==> src/rtl/mmio_uart_tx_responder.sv <==
// Memory-mapped UART 8N1 transmitter: CPU stores bytes to TXDATA, a FIFO buffers them,
// and a serialiser shifts each one out LSB first on tx.
module mmio_uart_tx_responder #(
  parameter logic [31:0] BASE_ADDR    = 32'h0000_0400,
  parameter int          FIFO_DEPTH   = 16,
  parameter int          CLKS_PER_BIT = 4
) (
  input  logic        InputClk,
  input  logic        rst,
  input  logic [31:0] AddressBus,
  input  logic [31:0] DataBusOut,
  input  logic [2:0]  ControlBus,
  output logic [31:0] DataBusIn,
  output logic        Hit,
  output logic        tx,
  output logic        Busy
);

  localparam int ADDR_W = $clog2(FIFO_DEPTH);
  localparam int PTR_W  = ADDR_W + 1;
  localparam int CNT_W  = (CLKS_PER_BIT > 1) ? $clog2(CLKS_PER_BIT) : 1;
  localparam logic [CNT_W-1:0] LAST_CLK = CNT_W'(CLKS_PER_BIT - 1);

  typedef enum logic [1:0] {
    IDLE,
    START,
    DATA,
    STOP
  } txStateT;

  logic [7:0]       fifoMem [FIFO_DEPTH];
  logic [PTR_W-1:0] wrPtr;
  logic [PTR_W-1:0] rdPtr;
  logic [PTR_W-1:0] fillCount;
  logic [7:0]       countByte;
  logic             fifoEmpty;
  logic             fifoFull;
  logic             ovf;
  logic             enable;

  logic [1:0]       regOffset;
  logic             wrStrobe;
  logic             rdStrobe;
  logic             pushReq;
  logic             pop;

  txStateT          state;
  txStateT          stateNext;
  logic [CNT_W-1:0] clkCnt;
  logic [CNT_W-1:0] clkCntNext;
  logic [2:0]       bitCnt;
  logic [2:0]       bitCntNext;
  logic [7:0]       shiftReg;
  logic [7:0]       shiftNext;
  logic             txBit;
  logic             bitDone;
  logic             unusedBits;

  assign Hit       = (AddressBus[31:4] == BASE_ADDR[31:4]);
  assign regOffset = AddressBus[3:2];
  assign wrStrobe  = Hit & ControlBus[2];
  assign rdStrobe  = Hit & ControlBus[1];
  assign pushReq   = wrStrobe && (regOffset == 2'd0);

  // The extra pointer bit distinguishes full from empty when the indices match.
  assign fillCount = wrPtr - rdPtr;
  assign countByte = 8'(fillCount);
  assign fifoEmpty = (wrPtr == rdPtr);
  assign fifoFull  = (wrPtr[ADDR_W] != rdPtr[ADDR_W]) &&
                     (wrPtr[ADDR_W-1:0] == rdPtr[ADDR_W-1:0]);

  assign unusedBits = ^{ControlBus[0], AddressBus[1:0], DataBusOut[31:8]};

  always_ff @(posedge InputClk) begin
    if (rst && pushReq && !fifoFull) begin
      fifoMem[wrPtr[ADDR_W-1:0]] <= DataBusOut[7:0];
    end
  end

  // A push against a full FIFO is dropped even when the serialiser pops on the same edge.
  always_ff @(posedge InputClk) begin
    if (!rst) begin
      wrPtr  <= '0;
      rdPtr  <= '0;
      ovf    <= 1'b0;
      enable <= 1'b1;
    end else begin
      if (pushReq) begin
        if (fifoFull) begin
          ovf <= 1'b1;
        end else begin
          wrPtr <= wrPtr + PTR_W'(1);
        end
      end else if (wrStrobe && (regOffset == 2'd1) && DataBusOut[3]) begin
        ovf <= 1'b0;
      end
      if (wrStrobe && (regOffset == 2'd2)) begin
        enable <= DataBusOut[0];
      end
      if (pop) begin
        rdPtr <= rdPtr + PTR_W'(1);
      end
    end
  end

  always_ff @(posedge InputClk) begin
    if (!rst) begin
      state    <= IDLE;
      clkCnt   <= '0;
      bitCnt   <= '0;
      shiftReg <= '0;
    end else begin
      state    <= stateNext;
      clkCnt   <= clkCntNext;
      bitCnt   <= bitCntNext;
      shiftReg <= shiftNext;
    end
  end

  assign bitDone = (clkCnt == LAST_CLK);

  always_comb begin
    stateNext  = state;
    clkCntNext = clkCnt;
    bitCntNext = bitCnt;
    shiftNext  = shiftReg;
    pop        = 1'b0;
    txBit      = 1'b1;
    case (state)
      IDLE: begin
        if (enable && !fifoEmpty) begin
          pop        = 1'b1;
          shiftNext  = fifoMem[rdPtr[ADDR_W-1:0]];
          bitCntNext = 3'd0;
          clkCntNext = '0;
          stateNext  = START;
        end
      end
      START: begin
        txBit = 1'b0;
        if (bitDone) begin
          clkCntNext = '0;
          stateNext  = DATA;
        end else begin
          clkCntNext = clkCnt + CNT_W'(1);
        end
      end
      DATA: begin
        txBit = shiftReg[0];
        if (bitDone) begin
          clkCntNext = '0;
          shiftNext  = {1'b0, shiftReg[7:1]};
          bitCntNext = bitCnt + 3'd1;
          if (bitCnt == 3'd7) begin
            stateNext = STOP;
          end
        end else begin
          clkCntNext = clkCnt + CNT_W'(1);
        end
      end
      STOP: begin
        txBit = 1'b1;
        if (bitDone) begin
          clkCntNext = '0;
          stateNext  = IDLE;
        end else begin
          clkCntNext = clkCnt + CNT_W'(1);
        end
      end
      default: begin
        stateNext = IDLE;
      end
    endcase
  end

  assign tx   = txBit;
  assign Busy = (state != IDLE);

  // Read data is purely combinational so the single-cycle CPU sees it in the same cycle.
  always_comb begin
    DataBusIn = '0;
    if (rdStrobe) begin
      case (regOffset)
        2'd1:    DataBusIn = {16'b0, countByte, 4'b0, ovf, Busy, fifoEmpty, fifoFull};
        2'd2:    DataBusIn = {31'b0, enable};
        default: DataBusIn = '0;
      endcase
    end
  end

endmodule
==> config.mk <==
export PLATFORM = sky130hd
export DESIGN_NAME = mmio_uart_tx_responder
export DESIGN_NICKNAME = d
export VERILOG_FILES = /design/src/rtl/mmio_uart_tx_responder.sv
export SDC_FILE = /design/constraint.sdc
export NUM_CORES = 1
export LEC_CHECK = 0
export CAP_MARGIN = 20
export CORE_MARGIN = 10
export CORE_UTILIZATION = 54
export DETAILED_ROUTE_END_ITERATION = 8
export HOLD_SLACK_MARGIN = 0.05
export PLACE_DENSITY = 0.79
export SETUP_SLACK_MARGIN = 0.05
export SYNTH_ARGS = -nofsm -noshare
export SYNTH_HDL_FRONTEND = slang
export SYNTH_SLANG_ARGS = --single-unit
==> constraint.sdc <==
create_clock -name InputClk -period 3.4 [get_ports InputClk]
set_input_delay 0.68 -clock InputClk [delete_from_list [all_inputs] [get_ports InputClk]]
set_output_delay 0.68 -clock InputClk [all_outputs]
set_load 0.01 [all_outputs]
==> metrics <==
reg-to-reg setup timing slack=0.66 ns; Hold Path Sink=clkCnt[1]$_SDFFE_PN0P_; Final Skew=roughly 0.013 ns; largest net degree at the start of global routing=25; LEAKAGE=0.00300 uW; synth cell count leaders=128 x edfxtp_1, 40 x nor2_1, 31 x dfxtp_1; hold crit path type=reg -> reg; DRT Pass-1 Iters=5; worst reg2reg startpoint=wrPtr[3]$_SDFFE_PN0P_; peak ir drop on the vdd network=between 0.0004 and 0.0005 V; flop and latch count out of synthesis=159; starting utilization of the core area=55.3%; buffers from clock root to sink, at most=2; number of enable-type register cells in the synthesized netlist=128; crit-path max FO=4; arrival time worst endpoint=between 2 and 3 ns; starting DRC count in detailed routing=330; mean area per synthesized cell=roughly 16 sq um; dominant cells by area after synthesis=edfxtp_1 55%, dfxtp_1 8.9%, mux4_1 7.1%; count of input and output buffers=53; min-delay src=clkCnt[1]$_SDFFE_PN0P_; instance count along the most critical hold path=2; period utilization=roughly 100%; Clk Latency, worst-skew pair=0.43 ns; clock root buffer master=clkbuf_16; total routed wirelength=15.1 mm; number of top-level pins=104; most frequently used flop master after synthesis=edfxtp_1; via count of the first global-routing pass=4157; slew at the pin with the worst max-slew slack=0.905 ns; drc violations=0; TritonCTS sink count=159; Startpoint Class=input pin; total of fill cells in the finished design=around 840; Horiz. Die Dim=134 um; number of instances in the synthesized netlist=451; worst-case reg-to-reg path depth=9; Clock Pin Slew Worst Setup and Hold Paths=0.06 ns; Post-Route Hold Slack=0.483 ns; status=finished clean; endpoint required time on the critical path=2.72 ns; WP buf/inv=2; kind of end point of the critical path=output port; top cell type's share of synthesized area=54.9%; height of the die=~130 um; fin crit period=3.30 ns; cell type with the highest aggregate area in the netlist=edfxtp_1; vias post-DR=4136; cells traversed along the worst timing path=clkdlybuf4s50_1, nor4_2, nand4_1, nor2_4, nand3_2, nor2_1, clkdlybuf4s50_1; number of antenna violations at the first check in global routing=0; Max stage delay cell, worst path=clkdlybuf4s50_1; Post-Synthesis Cell Area=between 7000 and 8000 sq um; routed via count divided by cell count=roughly 5.8; total area of multi-input combinational cells=about 2300 sq um; antenna diode count=0; core region area=12700 sq um; wire length of the first global-routing pass=~24 mm; overall power=about 4600 uW; Row Count=between 40 and 50; share of flip-flops with an asynchronous set or reset after synthesis=0%; top-count cell post-synth=edfxtp_1; FF-to-FF End=fifoMem[1][1]$_DFFE_PP_; final setup violation count=0; RSZ-0062 raised after global routing=true; PwrDens=552 nW/um^2; relative area change from synthesis to final layout=20.0%; Slowest Stage Delay on Critical Path=0.55 ns; total congestion overflow=0; TritonCTS clock tree=yes; post-synthesis sequential area ratio=63.7%; placed cell count=682; number of clock buffers inserted by TritonCTS=17; number of library cell types mapped by synthesis=61; Most common cell on crit path=clkdlybuf4s50_1; number of nets with antenna violations after detailed routing=0; Largest delay share family, worst path=buffers and inverters; worst slew margin relative to its limit=39.6%; count of final max-slew check failures=0; Hold Fails Final Rpt=0; Setup Crit Path Kind=in -> out; Die Area=17900 sq um; number of maximum-capacitance constraint violations=0; Cell Count, Final, Fillers Out=717; routability congestion estimate from global placement=0.804; Detailed Place HPWL=10.2 mm; fraction of layout instances using a drive strength above 1=between 10% and 20%; net count of the finished layout=623; average wire per standard cell=21.0 um; CTS H-Tree Depth=4; hold buffer count at cts=0; Yosys warning count=0; overall global routing resource usage=17.3%; sequential standard cell area=approximately 4500 sq um; maximum operating frequency=0.303 GHz
## worst max path at each step
stage	start	to	slack [ns]	cells past startpoint
2_1_floorplan	AddressBus[14]	DataBusIn[10]	0.78	5
3_3_place_gp	AddressBus[6]	DataBusIn[10]	0.01	7
3_5_place_dp	AddressBus[13]	DataBusIn[12]	-0.11	7
4_1_cts	AddressBus[13]	DataBusIn[11]	0.05	7
5_1_grt	AddressBus[20]	DataBusIn[2]	0.004	7
6_report	AddressBus[13]	DataBusIn[2]	0.1	7
## per-stage QoR
stage	utilization, %	TNS, ns	worst slack [ns]	area, sq um
6_report	66.3	0	0.0976	8400
3_5_place_dp	60.9	-0.385	-0.105	7720
3_3_place_gp	60.9	0	0.0107	7720
2_1_floorplan	-	0	0.778	7090
5_1_grt	66.3	0	0.00434	8400
4_1_cts	66.0	0	0.0488	8360
## logic make-up (layout without fill, tap and decap cells)
group / count (synthesis) / in the layout / share of synthesized area, %
AO/OA/AOI/OAI: 76 / 76 / 6.95
XOR/XNOR: 8 / 8 / 1.11
adder cells (fa/ha/maj): 21 / 21 / 3.86
buffers and inverters: 58 / 130 / 5.27
flip-flops: 159 / 159 / 63.7
multiplexers: 38 / 38 / 12.2
other: 1 / 23 / 0.0535
AND/OR/NAND/NOR: 90 / 90 / 6.84
## worst register-to-register path, delay by kind of cell, from the launching register on
kind | cells | cell delay (ns)
buffers and inverters | 3 | 0.62
and+or+nand+nor | 5 | 1.00
DFF | 1 | 0.50
adders and majority gates | 1 | 0.33
## repair_timing
action                                  4_1_cts  5_1_grt
buffers inserted                              1        3
endpoints found under the setup margin        9        9
pin swaps                                     3        2
resized for setup                             5        8
## state kept, by name, summed over array words and instances (netlist names), named ones only
register and cells:
enable 1, ovf 1, fifoMem 128, clkCnt 2
rdPtr 5, wrPtr 5, state 2, shiftReg 8
bitCnt 3
## layout by cell type, fill, tap and decap left out, drive strengths merged, types with 2 or more instances in the layout
cell type and n:
a21o 3, a21oi 32, a22o 3, a22oi 15, a31o 2, and2b 2, and4 2, buf 29
bufinv 5, clkbuf 20, clkdlybuf4s50 46, clkinv 4, clkinvlp 3, conb 23, dfxtp 31, dlygate4sd2 2
dlymetal6s2s 5, edfxtp 128, ha 20, inv 16, mux2 2, mux2i 4, mux4 32, nand2 9
nand3 11, nand4 7, nor2 40, nor4 7, nor4b 2, o21ai 12, xnor2 4, xor2 4
## power breakdown
| group | switching (uW) | internal (uW) | leakage (uW) |
|---|---|---|---|
| sequential | 48.5 | 2130 | 0.00140 |
| clock | 715 | 1290 | 0.000294 |
| combinational | 233 | 217 | 0.00130 |
## metal layers
metal	wire (um)	vias to the layer above	global-route usage [%]
li1	-	1883	-
met2	7910	168	29.7
met5	0	-	0
met1	5920	2067	20.9
met4	186	0	5.08
met3	1060	18	4.56
## area by class of cell
cell class / instances / area share (%)
tap: 172 / 2.56
sequential: 159 / 53.1
inverter: 17 / 0.759
multi-input combinational: 256 / 27.1
clock inverter: 11 / 2.26
clock buffer: 20 / 5.20
timing repair buffer: 82 / 9.02
Power figures use the tool's default switching activity.
